===== src/rtl/jk_seq_pkg.sv =====
// Shared constants for the JK-cell sequencing controller: FSM state codes
// and the per-bit {J,K} excitation codes.
package jk_seq_pkg;

    // Controller states
    localparam logic [1:0] ST_IDLE = 2'd0;
    localparam logic [1:0] ST_RUN  = 2'd1;
    localparam logic [1:0] ST_DONE = 2'd2;

    // Per-bit excitation, packed as {J, K}
    localparam logic [1:0] JK_HOLD = 2'b00;
    localparam logic [1:0] JK_SET  = 2'b10;
    localparam logic [1:0] JK_CLR  = 2'b01;
    localparam logic [1:0] JK_TOG  = 2'b11;

endpackage


===== src/rtl/jk_cell.sv =====
// Single JK flip-flop storage cell with asynchronous active-low clear.
// next q = J&~q | ~K&q.
module jk_cell
    import jk_seq_pkg::*;
(
    input  logic clk,
    input  logic clrn,
    input  logic j,
    input  logic k,
    output logic q
);

    logic q_r;

    // JK storage: hold, set, clear or toggle on each rising edge
    always_ff @(posedge clk or negedge clrn) begin
        if (!clrn) begin
            q_r <= 1'b0;
        end else begin
            case ({j, k})
                JK_HOLD: q_r <= q_r;
                JK_SET:  q_r <= 1'b1;
                JK_CLR:  q_r <= 1'b0;
                JK_TOG:  q_r <= ~q_r;
                default: q_r <= q_r;
            endcase
        end
    end

    assign q = q_r;

endmodule


===== src/rtl/jk_seq_ctrl.sv =====
// Sequencing controller for an N-bit register built only from JK cells.
// The controller never writes q directly: it only computes J/K vectors
// that load, hold or count the register. A start in IDLE latches the
// direction and terminal value, RUN steps once per cycle until q reaches
// the target, DONE pulses for one cycle, then back to IDLE.
module jk_seq_ctrl
    import jk_seq_pkg::*;
#(
    parameter int WIDTH = 4
) (
    input  logic             clk,
    input  logic             clrn,
    input  logic             ld,
    input  logic [WIDTH-1:0] load_val,
    input  logic             start,
    input  logic             up,
    input  logic [WIDTH-1:0] mod_val,
    input  logic             halt,
    output logic [WIDTH-1:0] q,
    output logic             busy,
    output logic             done
);

    logic [1:0]       state_r;
    logic [1:0]       state_nx_s;
    logic             dir_r;
    logic             dir_nx_s;
    logic [WIDTH-1:0] target_r;
    logic [WIDTH-1:0] target_nx_s;
    logic             busy_r;
    logic             done_r;
    logic [WIDTH-1:0] j_s;
    logic [WIDTH-1:0] k_s;
    logic [WIDTH-1:0] q_s;
    logic [WIDTH-1:0] tog_s;

    // Storage: one JK cell per register bit
    genvar g;
    generate
        for (g = 0; g < WIDTH; g++) begin : g_cell
            jk_cell u_cell (
                .clk  (clk),
                .clrn (clrn),
                .j    (j_s[g]),
                .k    (k_s[g]),
                .q    (q_s[g])
            );
        end
    endgenerate

    // Counting toggle mask: bit i toggles when all lower bits are ones
    // (up) or all zeros (down); bit 0 always toggles
    always_comb begin
        logic chain_v;
        chain_v = 1'b1;
        tog_s   = {WIDTH{1'b0}};
        for (int i = 0; i < WIDTH; i++) begin
            tog_s[i] = chain_v;
            if (dir_r) begin
                chain_v = chain_v & q_s[i];
            end else begin
                chain_v = chain_v & ~q_s[i];
            end
        end
    end

    // Next state, latched sequence parameters and J/K excitation
    always_comb begin
        state_nx_s  = state_r;
        dir_nx_s    = dir_r;
        target_nx_s = target_r;
        j_s         = {WIDTH{1'b0}};
        k_s         = {WIDTH{1'b0}};
        case (state_r)
            ST_IDLE: begin
                if (ld) begin
                    // SET where load_val is 1, CLR where it is 0
                    j_s = load_val;
                    k_s = ~load_val;
                end else if (start) begin
                    state_nx_s  = ST_RUN;
                    dir_nx_s    = up;
                    target_nx_s = up ? mod_val : {WIDTH{1'b0}};
                end else begin
                    state_nx_s = ST_IDLE;
                end
            end
            ST_RUN: begin
                if (halt) begin
                    state_nx_s = ST_IDLE;
                end else if (q_s == target_r) begin
                    state_nx_s = ST_DONE;
                end else begin
                    j_s = tog_s;
                    k_s = tog_s;
                end
            end
            ST_DONE: begin
                state_nx_s = ST_IDLE;
            end
            default: begin
                state_nx_s = ST_IDLE;
            end
        endcase
    end

    // State, latched direction/target and registered status flags
    always_ff @(posedge clk or negedge clrn) begin
        if (!clrn) begin
            state_r  <= ST_IDLE;
            dir_r    <= 1'b1;
            target_r <= {WIDTH{1'b0}};
            busy_r   <= 1'b0;
            done_r   <= 1'b0;
        end else begin
            state_r  <= state_nx_s;
            dir_r    <= dir_nx_s;
            target_r <= target_nx_s;
            busy_r   <= (state_nx_s == ST_RUN);
            done_r   <= (state_nx_s == ST_DONE);
        end
    end

    assign q    = q_s;
    assign busy = busy_r;
    assign done = done_r;

endmodule


===== config.mk =====
export PLATFORM = sky130hd
export DESIGN_NAME = jk_seq_ctrl
export DESIGN_NICKNAME = d
export VERILOG_FILES = /design/src/rtl/jk_seq_pkg.sv /design/src/rtl/jk_cell.sv /design/src/rtl/jk_seq_ctrl.sv
export SDC_FILE = /design/constraint.sdc
export NUM_CORES = 1
export LEC_CHECK = 0
export CAP_MARGIN = 10
export CORE_UTILIZATION = 30
export DETAILED_ROUTE_END_ITERATION = 12
export PLACE_DENSITY = 0.56
export SYNTH_ARGS = -nofsm -noshare
export SYNTH_HDL_FRONTEND = slang
export SYNTH_SLANG_ARGS = --single-unit

===== constraint.sdc =====
create_clock -name clk -period 2.6 [get_ports clk]
set_input_delay 0.26 -clock clk [delete_from_list [all_inputs] [get_ports clk]]
set_output_delay 0.26 -clock clk [all_outputs]
set_load 0.03 [all_outputs]

=== After elaboration in Yosys (flattened, before gate mapping) ===
Cells that the tools add are included.

* Bitwise operators: 10
* Muxes and demuxes: 19
* Equal/unequal tests: 16
* Reductions and logical operators: 6

{| class="wikitable"
|+ Operators by type and width
! operator !! count
|-
| $mux W4 || 5
|-
| $eq A2 B2 Y1 const B || 9
|-
| $pmux W4 S2 || 2
|-
| $eq A2 B1 Y1 const B || 6
|-
| $pmux W1 S3 || 4
|-
| $logic_not A2 Y1 || 5
|-
| $mux W2 || 3
|-
| $not A1 Y1 || 5
|-
| $and A1 B1 Y1 || 4
|-
| $eq A4 B4 Y1 || 1
|-
| $mux W1 || 4
|-
| $not A4 Y4 || 1
|-
| $pmux W2 S2 || 1
|-
| $reduce_and A3 Y1 || 1
|}

* Output and inout port bits: 6
* Input bits: 14
* Register bits: 13

=== Longest topological paths before layout ===
* Depth in word-level cells: 11
* Gate-level depth with buffers: 6

=== By module ===
A second synthesis with hierarchy kept.

* Cells, all modules: 68
* Area total of the unflattened synthesis: 664.4 µm²

{| class="wikitable"
|+ By module, submodules not included
! module !! area an instance (µm²) !! times used !! seq. area each (µm²) !! cells an instance
|-
| jk_seq_ctrl || 529.3 || 1 || 226.5 || 56
|-
| jk_cell || 33.8 || 4 || 25.0 || 3
|}

=== Least setup slack after synthesis ===
OpenSTA, ideal clock, no wires.

* Path kind: register -> register
* Start: register g_cell[0].u_cell.q_r
* End: register g_cell[2].u_cell.q_r
* Data arrival time: 1466 ps
* Slack: 1016 ps
* Stages on the path, launching flop included: 7
* Buffers on the path: 1
* Library setup time: 118 ps
* Cells stage by stage: dfrtp_1 -> buf_6 -> xor2_1 -> or4_4 -> nand3_1 -> mux2i_1 -> a21o_1

* Word-level cells in the longest chain between the ends: 9
* Elaborated cells between the ends (all ways): 15

{| class="wikitable"
|+ RTL lines
! what !! RTL line !! source
|-
| from (decl) || jk_cell.sv:13 || <nowiki>logic q_r;</nowiki>
|-
| from (signal assigned) || jk_cell.sv:21 || <nowiki>JK_HOLD: q_r <= q_r;</nowiki>
|-
| from (signal assigned) || jk_cell.sv:24 || <nowiki>JK_TOG: q_r <= ~q_r;</nowiki>
|-
| from (signal assigned) || jk_cell.sv:25 || <nowiki>default: q_r <= q_r;</nowiki>
|-
| $not A1 Y1 || jk_seq_ctrl.sv:62 || <nowiki>chain_v = chain_v & ~q_s[i];</nowiki>
|-
| $mux W1 || jk_seq_ctrl.sv:59 || <nowiki>if (dir_r) begin</nowiki>
|-
| $and A1 B1 Y1 (on tied branches) || jk_seq_ctrl.sv:62, jk_seq_ctrl.sv:60 ||
|-
| $mux W1 || jk_seq_ctrl.sv:59 ||
|-
| $mux W4 * || jk_seq_ctrl.sv:91 || <nowiki>end else if (q_s == target_r) begin</nowiki>
|-
| $mux W4 * || jk_seq_ctrl.sv:89 || <nowiki>if (halt) begin</nowiki>
|-
| $pmux W4 S2 || jk_seq_ctrl.sv:74 || <nowiki>case (state_r)</nowiki>
|-
| $eq A2 B2 Y1 or $eq A2 B1 Y1 (tied branches) || jk_cell.sv:20 || <nowiki>case ({j, k})</nowiki>
|-
| $pmux W1 S3 || jk_cell.sv:20 ||
|-
| to (signal assigned) || jk_cell.sv:21 ||
|-
| to (signal assigned) || jk_cell.sv:24 ||
|-
| to (signal assigned) || jk_cell.sv:25 ||
|-
| to (decl) || jk_cell.sv:13 ||
|}

Every way passes the cells marked *; elsewhere a longest branch is shown, timed or not.
A chain may end at the register's enable or synchronous reset.

=== Worst setup path after layout ===
* Start: register g_cell[0].u_cell.q_r
* End: output port q[0]

{| class="wikitable"
|+ RTL lines
! what !! RTL line !! source
|-
| to (decl) || jk_seq_ctrl.sv:19 || <nowiki>output logic [WIDTH-1:0] q,</nowiki>
|}

No word-level cell between the ends.

==> impl_metrics.tcl <==
set metrics [dict create \
    grt_use_total 0.1298 \
    place_inst 112 \
    clk-insertion-delay-late_ps 270 \
    crit_required_ps 2340 \
    num_antenna_cells 0 \
    drt-total-wl_mm 1.369 \
    drt_iter0_drc 3 \
    post-cts-setup-buffers 0 \
    cts_max_path_buffers 2 \
    leakagePower_nw 0.3955 \
    power_density_nw_per_um2 936.6 \
    status "complete, no violations" \
    holdWs_ps 361.3 \
    cts_tree "built" \
    fillCellCount 210 \
    cp-start-kind "register" \
    synth_fp_nets 86 \
    die_area_sq_um 2490 \
    fin_util 0.4339 \
    cts_buffers 3 \
    cp_max_fo 9 \
    fin_crit_ps 1761 \
    placedInstanceArea_sq_um 867.1 \
    final_common_cell "clkdlybuf4s50_1" \
    instances_no_fill 116 \
    die_x_microns 49.90 \
    num_vias 559 \
    power_frac_seq 0.416 \
    worst_pin_slew_ps 607.9 \
    drc 0 \
    peakVddDrop_v 0.0004048 \
    core_region_area_sq_um 2062 \
    cts-root-buf "clkbuf_4" \
    io_pins 20 \
    drv_slew 0 \
    fin_setup_tns_ps 0 \
    maxSlewHeadroom 0.5934 \
    period_share 0.6773 \
    p_clk_frac 0.146 \
    initial_utilization 0.3337 \
    cp.arrival_ps 1500 \
    synth_edf_count 0 \
    grt_pass1_vias 518 \
    internal-power_mw 0.4945 \
    max_cap_viol_count 0 \
    syn_inst 72 \
    rows 16 \
    path_clk_slew_ps 80 \
    pre_cts_slack_ps 694.4 \
    grt_pass1_wl_mm 2.318 \
    worst-path-buf-inv 1 \
    firstDrtPassIters 3 \
    crit_family "buffers and inverters" \
    cts_sinks 13 \
    worstPathCellList "clkdlybuf4s50_1" \
    numPortBuffers 19 \
    critPathSlowestCell "clkdlybuf4s50_1" \
    grt_overflow_total 0 \
    yosysSeqAreaShare 0.4745 \
    hold_buffers 0 \
    synth_cell_types 26 \
    hold_path_class "in2async" \
    endpoint_kind "output port" \
    final-setup-viol-count 0 \
    synthFlopType "dfrtp_1" \
    area_growth_syn_to_layout_pct 30.00 \
    grt_max_degree 14 \
    async_reset_ff_frac 1.000 \
    most-common-layout-cells "clkdlybuf4s50_1, nand2_1, dfrtp_1" \
    dp_hpwl_mm 1.067 \
    clock.fmax_mhz 567.9 \
    drive_gt1_frac 0.08989 \
    power_mw 0.8379 \
    nets 104 \
    power.switching_mw 0.3434 \
    crit_type "reg2out" \
    synth_warnings 0 \
    postSynthAreaPerCell_sq_um 9.558 \
    fp.dieH_microns 49.90 \
    post_drt_wl_per_cell_microns 11.80 \
    finClkSkew_ps 7.132 \
    p_comb_frac 0.438 \
    synth_area_sq_um 688.2 \
    hold_viol_final 0 \
    htree_num_levels 1 \
    synth-seq-cells 13 \
    final_antenna_net_count 0 \
    layout_setup_ws_ps 839.0 \
    stdcell_area_sq_um 894.6 \
    crit_path_max_incr_delay_ps 730 \
    cts-resized-gates 0 \
    antenna_found_initial 0 \
    globalplace.congestion 0.8261 \
    rsz0062_at_grt "false" \
    via_per_inst 4.819 \
    sw_frac_of_total 0.4098 \
]
[state kept, by name, summed over array words and instances, names as in the netlist]
register         count
dir_r                1
state_r              2
busy                 1
done                 1
g_cell.u_cell.q      4
target_r             4
[worst paths after layout]
check,from,endpoint,slack (ps),depth (start not counted)
worst min register to register,state_r[1]$_DFF_PN0_,done$_DFF_PN0_,520,1
min in group clk,state_r[1]$_DFF_PN0_,done$_DFF_PN0_,520,1
worst min-delay path,clrn,target_r[1]$_DFFE_PN0P_,360,1
worst max-delay path,g_cell[0].u_cell.q$_DFFE_PN0P_,q[0],840,1
max in group asynchronous,clrn,g_cell[2].u_cell.q$_DFFE_PN0P_,1840,1
worst max register to register,g_cell[0].u_cell.q$_DFFE_PN0P_,g_cell[3].u_cell.q$_DFFE_PN0P_,910,5
[area by class of cell]
| class | count | area, sq um | area share |
|---|---|---|---|
| clock inverter | 1 | 5.005 | 0.005594 |
| sequential | 13 | 326.6 | 0.3650 |
| clock buffer | 3 | 22.52 | 0.02517 |
| multi-input combinational | 53 | 316.6 | 0.3538 |
| timing repair buffer | 19 | 190.2 | 0.2126 |
| tap | 27 | 33.78 | 0.03776 |
[synth_stat cells (all sizes together) (2+ instances only)]
cell type	n	share of area
nand2	16	0.087
dfrtp	12	0.44
o21ai	6	0.044
buf	5	0.060
nand3	5	0.036
xor2	4	0.051
nor4b	3	0.038
a21o	2	0.022
mux2i	2	0.029
nor2	2	0.011
[power groups by stage]
stage / combinational [mW] / sequential [mW] / clock [mW]
global route: 0.402 / 0.360 / 0.144
detailed placement: 0.371 / 0.354 / 0
floorplan: 0.307 / 0.335 / 0
global placement: 0.363 / 0.350 / 0
CTS: 0.371 / 0.349 / 0.133
finish: 0.367 / 0.349 / 0.122
[routing by layer]
metal,part of all wire,global-route usage
met2,0.47,0.2005
met5,0,0
met1,0.47,0.1591
met4,0.0073,0.07143
met3,0.044,0.04012
[cells by family after synthesis]
kind of cell,Yosys count,share of synthesized area
multiplexers,3,0.04545
flip-flops,13,0.4746
XOR/XNOR,4,0.05090
buffers and inverters,6,0.06545
AO/OA/AOI/OAI,13,0.1164
AND/OR/NAND/NOR,33,0.2473
No activity file was read; power rests on OpenSTA's default activity.
